## config.mk

```make
export PLATFORM = sky130hd
export DESIGN_NAME = seg_scan_mux
export DESIGN_NICKNAME = d
export VERILOG_FILES = /design/src/rtl/seg_scan_pkg.sv /design/src/rtl/seg_scan_timer.sv /design/src/rtl/seg_scan_mux.sv
export SDC_FILE = /design/constraint.sdc
export NUM_CORES = 1
export LEC_CHECK = 0
export CAP_MARGIN = 5
export CORE_MARGIN = 4
export CORE_UTILIZATION = 49
export DETAILED_ROUTE_END_ITERATION = 10
export GPL_TIMING_DRIVEN = 0
export PLACE_DENSITY_LB_ADDON = 0.08
export SLEW_MARGIN = 20
export SYNTH_ARGS = -nofsm -noshare
export SYNTH_HDL_FRONTEND = slang
export SYNTH_SLANG_ARGS = --single-unit
```

## constraint.sdc

```tcl
create_clock -name clk_7seg -period 2.6 [get_ports clk_7seg]
set_input_delay 0.78 -clock clk_7seg [delete_from_list [all_inputs] [get_ports clk_7seg]]
set_output_delay 0.78 -clock clk_7seg [all_outputs]
set_load 0.005 [all_outputs]
```

## src/rtl/seg_scan_pkg.sv

```systemverilog
// Shared types and helpers for the 7-segment scan multiplexer.
package seg_scan_pkg;

    typedef enum logic {
        S_BLANK = 1'b0,
        S_DRIVE = 1'b1
    } scan_state_e;

    // Width of a digit index; a single-digit display still needs one bit.
    function automatic int idx_width(input int num_digits);
        return (num_digits <= 1) ? 1 : $clog2(num_digits);
    endfunction

    // With no blanking gap every slot starts directly in the drive phase.
    function automatic scan_state_e slot_start_state(input int blank_cycles);
        return (blank_cycles > 0) ? S_BLANK : S_DRIVE;
    endfunction

endpackage

```

## src/rtl/seg_scan_timer.sv

```systemverilog
// Slot sequencer: blank gap, dwell counter and digit index for the scan.
module seg_scan_timer
    import seg_scan_pkg::*;
#(
    parameter int NUM_DIGITS   = 8,
    parameter int BLANK_CYCLES = 1,
    parameter int BRIGHT_W     = 3,
    localparam int IDX_W       = idx_width(NUM_DIGITS)
) (
    input  logic                clk_7seg,
    input  logic                rst_n,
    output scan_state_e         state,
    output logic [BRIGHT_W-1:0] dwell,
    output logic [IDX_W-1:0]    active_digit,
    output logic                slot_wrap
);

    localparam int BC_W = (BLANK_CYCLES > 1) ? $clog2(BLANK_CYCLES) : 1;
    localparam logic [BC_W-1:0]     BLANK_LAST = (BLANK_CYCLES > 0) ? BC_W'(BLANK_CYCLES - 1) : '0;
    localparam logic [BRIGHT_W-1:0] DWELL_LAST = '1;
    localparam logic [IDX_W-1:0]    IDX_LAST   = IDX_W'(NUM_DIGITS - 1);
    localparam scan_state_e         START_ST   = slot_start_state(BLANK_CYCLES);

    scan_state_e         state_q, state_nxt;
    logic [BC_W-1:0]     blank_q, blank_nxt;
    logic [BRIGHT_W-1:0] dwell_q, dwell_nxt;
    logic [IDX_W-1:0]    idx_q, idx_nxt;

    always_ff @(posedge clk_7seg or negedge rst_n) begin
        if (!rst_n) begin
            state_q <= START_ST;
            blank_q <= '0;
            dwell_q <= '0;
            idx_q   <= '0;
        end else begin
            state_q <= state_nxt;
            blank_q <= blank_nxt;
            dwell_q <= dwell_nxt;
            idx_q   <= idx_nxt;
        end
    end

    always_comb begin
        state_nxt = state_q;
        blank_nxt = blank_q;
        dwell_nxt = dwell_q;
        idx_nxt   = idx_q;
        case (state_q)
            S_BLANK: begin
                if (blank_q == BLANK_LAST) begin
                    state_nxt = S_DRIVE;
                    blank_nxt = '0;
                    dwell_nxt = '0;
                end else begin
                    blank_nxt = blank_q + 1'b1;
                end
            end
            S_DRIVE: begin
                if (dwell_q == DWELL_LAST) begin
                    // Explicit wrap keeps non-power-of-2 digit counts in range.
                    idx_nxt   = (idx_q == IDX_LAST) ? '0 : idx_q + 1'b1;
                    dwell_nxt = '0;
                    blank_nxt = '0;
                    state_nxt = START_ST;
                end else begin
                    dwell_nxt = dwell_q + 1'b1;
                end
            end
            default: state_nxt = START_ST;
        endcase
    end

    assign state        = state_q;
    assign dwell        = dwell_q;
    assign active_digit = idx_q;
    assign slot_wrap    = (state_q == S_DRIVE) && (dwell_q == DWELL_LAST) && (idx_q == IDX_LAST);

endmodule

```

## src/rtl/seg_scan_mux.sv

```systemverilog
// Time-multiplexed 7-segment driver with frame-latched data and PWM brightness.
// Optional blinking is built when SEG_SCAN_BLINK_EN is defined.
module seg_scan_mux
    import seg_scan_pkg::*;
#(
    parameter int NUM_DIGITS         = 8,
    parameter int SEG_WIDTH          = 7,
    parameter int BLANK_CYCLES       = 1,
    parameter int BRIGHT_W           = 3,
    parameter int ANODE_ACTIVE_LOW   = 1,
    parameter int CATHODE_ACTIVE_LOW = 1,
`ifdef SEG_SCAN_BLINK_EN
    parameter int BLINK_FRAMES       = 32,
`endif
    localparam int IDX_W             = idx_width(NUM_DIGITS)
) (
    input  logic                            clk_7seg,
    input  logic                            rst_n,
    input  logic [NUM_DIGITS*SEG_WIDTH-1:0] seg_in,
    input  logic [NUM_DIGITS-1:0]           digit_en,
    input  logic [BRIGHT_W-1:0]             brightness,
`ifdef SEG_SCAN_BLINK_EN
    input  logic [NUM_DIGITS-1:0]           blink_mask,
`endif
    output logic [NUM_DIGITS-1:0]           anodes_7seg,
    output logic [SEG_WIDTH-1:0]            cathodes_7seg,
    output logic [IDX_W-1:0]                active_digit,
    output logic                            frame_done
);

    scan_state_e         state;
    logic [BRIGHT_W-1:0] dwell;
    logic                slot_wrap;

    logic [NUM_DIGITS*SEG_WIDTH-1:0] seg_lat;
    logic [NUM_DIGITS-1:0]           en_lat;
    logic [BRIGHT_W-1:0]             bri_lat;

    logic [NUM_DIGITS-1:0] anode_on;
    logic [SEG_WIDTH-1:0]  seg_sel;
    logic [SEG_WIDTH-1:0]  seg_on;

    seg_scan_timer #(
        .NUM_DIGITS   (NUM_DIGITS),
        .BLANK_CYCLES (BLANK_CYCLES),
        .BRIGHT_W     (BRIGHT_W)
    ) u_timer (
        .clk_7seg     (clk_7seg),
        .rst_n        (rst_n),
        .state        (state),
        .dwell        (dwell),
        .active_digit (active_digit),
        .slot_wrap    (slot_wrap)
    );

    // Inputs are only sampled on the frame wrap so a frame never shows mixed data.
    always_ff @(posedge clk_7seg or negedge rst_n) begin
        if (!rst_n) begin
            seg_lat    <= '0;
            en_lat     <= '0;
            bri_lat    <= '0;
            frame_done <= 1'b0;
        end else begin
            frame_done <= slot_wrap;
            if (slot_wrap) begin
                seg_lat <= seg_in;
                en_lat  <= digit_en;
                bri_lat <= brightness;
            end
        end
    end

`ifdef SEG_SCAN_BLINK_EN
    localparam int FC_W = (BLINK_FRAMES > 1) ? $clog2(BLINK_FRAMES) : 1;
    localparam logic [FC_W-1:0] FC_LAST = FC_W'(BLINK_FRAMES - 1);

    logic [NUM_DIGITS-1:0] blink_lat;
    logic [FC_W-1:0]       frame_cnt;
    logic                  blink_phase;

    always_ff @(posedge clk_7seg or negedge rst_n) begin
        if (!rst_n) begin
            blink_lat   <= '0;
            frame_cnt   <= '0;
            blink_phase <= 1'b0;
        end else if (slot_wrap) begin
            blink_lat <= blink_mask;
            if (frame_cnt == FC_LAST) begin
                frame_cnt   <= '0;
                blink_phase <= ~blink_phase;
            end else begin
                frame_cnt <= frame_cnt + 1'b1;
            end
        end
    end
`endif

    // Decode uses registered state and latched data only, never the live inputs.
    always_comb begin
        anode_on = '0;
        seg_sel  = '0;
        for (int k = 0; k < NUM_DIGITS; k++) begin
            if (active_digit == IDX_W'(k)) begin
                seg_sel = seg_lat[k*SEG_WIDTH +: SEG_WIDTH];
`ifdef SEG_SCAN_BLINK_EN
                anode_on[k] = (state == S_DRIVE) && en_lat[k] && (dwell <= bri_lat)
                              && !(blink_phase && blink_lat[k]);
`else
                anode_on[k] = (state == S_DRIVE) && en_lat[k] && (dwell <= bri_lat);
`endif
            end
        end
        seg_on = (state == S_DRIVE) ? seg_sel : '0;
    end

    assign anodes_7seg   = (ANODE_ACTIVE_LOW != 0)   ? ~anode_on : anode_on;
    assign cathodes_7seg = (CATHODE_ACTIVE_LOW != 0) ? ~seg_on   : seg_on;

endmodule

```

# Yosys cells after proc, flatten, opt, wreduce, memory -nomap -nowiden
# Cells that the tools add are included.
[op_classes] add_sub_neg=3 magnitude_cmp=1 eq_ne=10 n_mux=27 bitwise_logic=3 reduce_logical=20
[op_table] op="7-bit two-way mux" n=9
[op_table] op="1-bit logical AND" n=18
[op_table] op="3-bit == test, second input constant" n=5
[op_table] op="1-bit two-way mux" n=12
[op_table] op="3-bit two-way mux" n=3
[op_table] op="8-bit NOT" n=1
[op_table] op="7-bit NOT" n=1
[op_table] op="3-bit by 1-bit adder with 3-bit output, second input constant" n=2
[op_table] op="3-bit by 2-bit == test with 1-bit output, second input constant" n=2
[op_table] op="3-bit case mux with 2 select lines" n=1
[op_table] op="2-bit inequality test, second input constant" n=2
[op_table] op="1-bit case mux with 2 select lines" n=2
[op_table] op="3-bit by 1-bit == test with 1-bit output, second input constant" n=1
[op_table] op="3-bit <= comparator" n=1
[op_table] op="3-bit zero test" n=1
[op_table] op="2-bit AND reduction" n=1
[op_table] op="1-bit adder, second input constant" n=1
[op_table] op="1-bit NOT" n=1
[totals] regBits=76 in_bits=69 output_inout_bits=19 wordCells=72

# Longest topological paths before layout
# Gate-level depths: netlist of run 1.
[logic_depth] depth_word=11 mapped_depth=8 mapped_depth_nobuf=6

# Cells and area by module
# A second synthesis of run 1 with hierarchy kept.
[hier_totals] cells_unflattened=264 area_unflattened_um2=3550.9
[modules_own_cells] mod="seg_scan_mux" instances=1 cells_per_inst=243 area_each_um2=3234.4 seq_area_each_um2=1701.6
[modules_own_cells] mod="seg_scan_timer" instances=1 cells_per_inst=21 area_each_um2=316.6 seq_area_each_um2=175.2

# Least setup slack after synthesis of run 1
# No wires, ideal clock.
[synth_timing] kind="register to output" from="register u_timer.idx_q[0] (netlist: u_timer.active_digit[0])" to="output cathodes_7seg[0]" t_arrival_ns=1.715 t_required_ns=1.820 setup_slack_ns=0.105 stages_incl_launch_ff=8 path_buffers=2 cell_sequence="dfrtp_1 > ha_1 > ha_1 > buf_2 > or2_0 > buf_2 > o311ai_1 > o2111ai_1"
[synth_between] elab_chain_len=11 elab_cells_between_ends=18 classes_between="eq/ne (7); mux (9); bitwise (1); reduce/logical (1)"
[synth_rtl] item="start: declaration" line_no="seg_scan_timer.sv:27" source="logic [IDX_W-1:0] idx_q, idx_nxt;"
[synth_rtl] item="start signal: assignment" line_no="seg_scan_timer.sv:39" source="idx_q <= idx_nxt;"
[synth_rtl] item="3-bit zero test" line_no="seg_scan_mux.sv:103" source="if (active_digit == IDX_W'(k)) begin"
[synth_rtl] item="7-bit two-way mux (7 in a row)" line_no="seg_scan_mux.sv:103"
[synth_rtl] item="7-bit two-way mux *" line_no="seg_scan_mux.sv:103"
[synth_rtl] item="7-bit two-way mux *" line_no="seg_scan_mux.sv:113" source="seg_on = (state == S_DRIVE) ? seg_sel : '0;"
[synth_rtl] item="7-bit NOT *" line_no="seg_scan_mux.sv:117" source="assign cathodes_7seg = (CATHODE_ACTIVE_LOW != 0) ? ~seg_on : seg_on;"
[synth_rtl] item="end: declaration" line_no="seg_scan_mux.sv:26" source="output logic [SEG_WIDTH-1:0] cathodes_7seg,"
# Mark *: on every way between the ends. The rest lies on a longest branch, timed or not.

# Final worst setup path of run 1
[layout_timing] from="register u_timer.idx_q[0] (netlist: u_timer.active_digit[0])" to="output cathodes_7seg[3]"
# Same word-level chain as after synthesis.

==> flow_summary.ini, run 1 <==
[timing]
clock.fmax_ghz = 0.326
timing.final.crit_share_pct = 118
rsz0062_at_grt = yes
finClkSkew_ns = 0.0137
slew_violations = 0
slew_headroom_pct = 59.7
hold-worst-slack_ns = 0.383
worst_pin_slew_ns = 0.605
period_minus_slack_ns = 3.07
timing.final.ws_setup_ns = -0.468
hold_viol = 0
setup_viol = 12

[global_route]
grt_pass1_wl_um = 15400
grt_max_degree = 40
gr-usage-all-layers_pct = 23.8
grt_overflow = 0
grt_pass1_vias = 2987
antenna_found_initial = 0

[synth]
synth_top_area_share_pct = 53.0
ys_types = 38
synth_seq_cells = 75
synth_fp_nets = 350
synth_edf_count = 0
yosysMostFrequentCell = dfrtp_1
async_reset_ff_share_pct = 100
synth_warnings = 0
synthCells = 270
synth.cell_area_um2 = 3540
synth_top_flop_cell = dfrtp_1
synth_area_leaders = dfrtp_1 53%, mux2_2 16%, mux2_1 6.0%
post-synth-top-area-cell = dfrtp_1
ys_top_cells_by_count = 75 x dfrtp_1, 49 x mux2_2, 19 x mux2_1, 11 x ha_1
avgSynthCellArea_um2 = 13.1
ys_seq_area_share_pct = 53.0

[final_layout]
final_nets = 470
syn_to_final_growth_pct = 49.8
layout-drive-gt1-share_pct = 43.7
diodes = 0

[floorplan]
initial_core_util_pct = 51.3
io_pins = 88
dieHeight_um = 93.0
fp-row-count = 30
die_w_um = 93.0
core_um2 = 6910
die_area_um2 = 8650

[worst_setup_path]
crit_path_start_kind = register
required_ns = 1.82
cpPeakStageDelay_ns = 0.44
critPathSlowestCell = dfrtp_2
path_cells = inv_1 > ha_2 > buf_6 > nor2b_4 > buf_4 > a221oi_4 > o311ai_2 > o2111ai_1 > buf_2
critPathKind = register to primary output
crit_arrival_ns = 2.29
end_kind = primary output
worstPathMaxFanout = 6

[cts]
cts_tree = done
cts_buffers = 9
clockBufferDepth = 2
cts_sinks = 75
h-tree-depth = 3
cts_hold_buf = 0
insertion_delay_ns = 0.35
cts_root_buf = clkbuf_8
cts.clk_slew.worst_paths_ns = 0.08

[detailed_routing]
drt_iter0_drc = 208
vias = 2802
drt_pass1_iterations = 4
wirelength_um = 10100
via_per_inst = 5.72
drc_errors = 0
routedWlPerCell_um = 20.7
postRouteAntennaNets = 0

[job]
cap_violations = 0

[hold_path]
hold_path.class = primary input to async pin

[power]
p_leak_nw = 2.39
power.density_nw_per_um2 = 417
ir_drop_mv = 0.241

[run_status]
outcome = finished, violations left
violations = setup timing

[placed_design]
hpwl_um = 6310
pre_cts_ws_ns = -0.586
finalWeightedCongestion = 0.812
port_buffers = 87
[layout make-up]
cell class	count	area, um2
Sequential cell	75	1880
Multi-Input combinational cell	168	1870
Fill cell	456	1600
Timing Repair Buffer	111	1030
Buffer	15	168
Clock buffer	13	159
Tap cell	96	120
Inverter	10	40.0
Clock inverter	2	35.0
[cells by family after synthesis]
logic type      synth area share (%)
compound gates                  11.2
mux                             21.6
flops                           53.0
simple gates                    5.90
buf+inv                         4.42
fa+ha+maj                       3.89
[path summary, 6_finish.rpt]
check | start | endpoint | slack (ns) | cells past startpoint
worst min register to register | u_timer.dwell[0] | u_timer.dwell[0] | 0.46 | 1
worst max-delay path | u_timer.active_digit[0] | cathodes_7seg[3] | -0.47 | 9
max in group asynchronous | rst_n | seg_lat[0] | 1.64 | 2
worst max register to register | u_timer.active_digit[1] | seg_lat[14] | 0.40 | 7
min in group clk_7seg | u_timer.dwell[0] | u_timer.dwell[0] | 0.46 | 1
worst min-delay path | rst_n | en_lat[4] | 0.38 | 1
[power by group]
part	switching (mW)	internal (mW)	total [mW]
Sequential	0	1.17	1.17
Combinational	0.0391	0.0919	0.131
Clock	0.424	0.490	0.914
Total	0.463	1.75	2.21
[cells in the final DEF (no fill, tap or decap), types with 4 or more instances in the layout]
cell type / netlist / final
dfrtp_1: 75 / 72
o2111ai_2: 0 / 4
o22ai_1: 5 / 5
a21oi_1: 5 / 5
nor2b_1: 9 / 7
mux2_1: 19 / 19
a22oi_2: 0 / 6
o311ai_2: 0 / 4
a21o_1: 4 / 4
buf_4: 5 / 20
buf_6: 1 / 10
inv_1: 9 / 7
buf_2: 5 / 16
nand3_2: 0 / 5
buf_12: 0 / 4
mux2_2: 49 / 49
clkdlybuf4s50_1: 0 / 71
clkbuf_8: 0 / 11
ha_1: 11 / 5
[timing repair]
item | in CTS | in global routing
gates cloned | 2 | 0
endpoints found under the setup margin | 15 | 15
setup buffers | 14 | 8
pin swaps | 23 | 12
gates resized for setup | 137 | 20
endpoints found under the hold margin | 0 | 0
[metrics by stage]
stage	util (%)	std cells	setup TNS [ns]	power (mW)	cell area, um2
after floorplan	-	270	0	1.19	3540
after global placement	65.6	453	-143.99	1.32	4530
after detailed placement	65.9	454	-4.89	1.32	4550
after CTS	74.9	483	-2.54	2.21	5170
after global routing	76.8	490	-4.43	2.29	5310
final	76.8	490	-3.14	2.21	5310
[flip-flops by register name, indices dropped and copies added (netlist names)]
register,count
bri_lat,3
u_timer.state,1
u_timer.dwell,3
frame_done,1
en_lat,8
seg_lat,56
u_timer.active_digit,3
[metal layers]
layer | track usage (%) | part of all wire, %
met4 | 8.67 | 1.6
met5 | 0 | 0
met2 | 42.2 | 53
met3 | 3.78 | 5.7
met1 | 29.3 | 39
[worst max-delay path, delay by kind of cell, from the launching register on]
| family | cells | cell delay (ns) |
|---|---|---|
| buf+inv | 4 | 0.58 |
| fa+ha+maj | 1 | 0.19 |
| compound gates | 3 | 0.51 |
| simple gates | 1 | 0.23 |
| flops | 1 | 0.44 |
(Power assumes the default switching activity.)
==> inputs of run 2 (changes only) <==
--- a/config.mk
+++ b/config.mk
@@ -6,10 +6,12 @@
 export NUM_CORES = 1
 export LEC_CHECK = 0
 export CAP_MARGIN = 5
+export CORE_ASPECT_RATIO = 1.5
 export CORE_MARGIN = 4
 export CORE_UTILIZATION = 49
 export DETAILED_ROUTE_END_ITERATION = 10
 export GPL_TIMING_DRIVEN = 0
+export HOLD_SLACK_MARGIN = 0.15
 export PLACE_DENSITY_LB_ADDON = 0.08
 export SLEW_MARGIN = 20
 export SYNTH_ARGS = -nofsm -noshare
==> flow_summary.ini, run 2 (synthesized netlist as in run 1, its figures left out) <==
[run_status]
outcome = finished, violations left
violations = setup timing

[floorplan]
dieHeight_um = 112
fp-row-count = 37
die_area_um2 = 8680
io_pins = 88
initial_core_util_pct = 51.0
core_um2 = 6940
die_w_um = 77.4

[timing]
timing.final.ws_setup_ns = -0.360
timing.final.crit_share_pct = 114
finClkSkew_ns = 0.0120
period_minus_slack_ns = 2.96
hold_viol = 0
clock.fmax_ghz = 0.338
slew_violations = 0
worst_pin_slew_ns = 0.568
slew_headroom_pct = 62.1
setup_viol = 14
rsz0062_at_grt = yes

[cts]
h-tree-depth = 3
cts_buffers = 9
cts_root_buf = clkbuf_8
clockBufferDepth = 2
insertion_delay_ns = 0.35
cts_tree = done
cts.clk_slew.worst_paths_ns = 0.08
cts_sinks = 75
cts_hold_buf = 0

[detailed_routing]
vias = 2678
via_per_inst = 5.75
wirelength_um = 9570
drc_errors = 0
postRouteAntennaNets = 0
drt_pass1_iterations = 4
drt_iter0_drc = 155
routedWlPerCell_um = 20.5

[worst_setup_path]
required_ns = 1.82
critPathKind = register to primary output
crit_path_start_kind = register
crit_arrival_ns = 2.18
end_kind = primary output
worstPathMaxFanout = 7

[placed_design]
port_buffers = 87
finalWeightedCongestion = 0.850
placed_area_um2 = 4530
hpwl_um = 6660
dp.cells = 436

[power]
ir_drop_mv = 0.360
power.density_nw_per_um2 = 429
p_leak_nw = 2.33

[hold_path]
hold_path.class = primary input to async pin

[global_route]
gr-usage-all-layers_pct = 22.6
grt_pass1_vias = 2948
grt_overflow = 0
grt_max_degree = 42
grt_pass1_wl_um = 15000
antenna_found_initial = 0

[final_layout]
fin_area_um2 = 5150
final_cell_mix = 72 x dfrtp_1, 71 x clkdlybuf4s50_1, 49 x mux2_2
final_common_cell = dfrtp_1
diodes = 0
layout-drive-gt1-share_pct = 41.2
largest_register_ff_count = 56
finalNonFillerCells = 466
fillers = 498
reg_top3 = seg_lat (56), en_lat (8)
regMostFlops = seg_lat
fin_util_pct = 74.2
syn_to_final_growth_pct = 45.5
final_nets = 463

[job]
cap_violations = 0
[run 2: cell types whose count changed in the layout (fill, tap and decap cells not counted), sizes merged]
cell and change:
clkbuf -2, clkinvlp +3, inv -1, buf -7, clkinv +1
[run 2: final timing paths]
| kind | startpoint | slack, ns | cells after the start | endpoint |
|---|---|---|---|---|
| setup / recovery | u_timer.active_digit[0] | -0.36 | 7 | cathodes_7seg[5] |
| hold / removal | rst_n | 0.37 | 1 | frame_done |
| setup reg to reg | u_timer.dwell[1] | 0.51 | 8 | seg_lat[10] |
| hold reg to reg | u_timer.dwell[0] | 0.48 | 1 | u_timer.dwell[0] |
| max in group asynchronous | rst_n | 1.64 | 2 | seg_lat[9] |
| min in group clk_7seg | u_timer.dwell[0] | 0.48 | 1 | u_timer.dwell[0] |
[run 2: per-layer routing]
layer	global-route usage (%)	routed length (um)	vias to the layer above
met5	0	0	-
met4	8.43	226	0
met3	5.62	432	23
met2	41.6	5290	90
met1	24.7	3620	1331
li1	-	-	1234
[run 2: layout make-up]
| cell class | instances | area [um2] | area share (%) |
|---|---|---|---|
| Buffer | 14 | 135 | 2.62 |
| Clock buffer | 11 | 141 | 2.74 |
| Clock inverter | 5 | 62.6 | 1.21 |
| Inverter | 10 | 43.8 | 0.850 |
| Multi-Input combinational cell | 168 | 1830 | 35.4 |
| Sequential cell | 75 | 1880 | 36.5 |
| Tap cell | 78 | 97.6 | 1.89 |
| Timing Repair Buffer | 105 | 968 | 18.8 |
[run 2: through the flow]
step / hold WS, ns / setup TNS, ns / power [mW] / worst slack (ns)
2_1_floorplan: 0.438 / 0 / 1.19 / 0.105
3_3_place_gp: 0.454 / -143.85 / 1.32 / -1.85
3_5_place_dp: 0.463 / -5.61 / 1.32 / -0.587
4_1_cts: 0.376 / -2.66 / 2.22 / -0.307
5_1_grt: 0.395 / -3.79 / 2.30 / -0.420
6_report: 0.368 / -2.53 / 2.21 / -0.360
[run 2: where the power goes]
group	switching (mW)	total [mW]	leakage, nW	internal, mW
clock	0.444	0.917	0.0957	0.473
sequential	0	1.17	1.02	1.17
combinational	0.0379	0.130	1.21	0.0918
total	0.482	2.21	2.33	1.73
[run 2: worst max-delay path, stage by stage, from the launching register on]
cell       delay, ns
dfrtp_2         0.47
ha_4            0.19
ha_4            0.16
or2_1           0.22
buf_6           0.16
o311ai_4        0.27
o2111ai_1       0.17
buf_2           0.19
[run 2: repair_timing]
| action | in CTS | in global routing |
|---|---|---|
| buffers inserted | 13 | 6 |
| endpoints found under the setup margin | 15 | 15 |
| resized for setup | 128 | 18 |
| pin swaps | 21 | 14 |
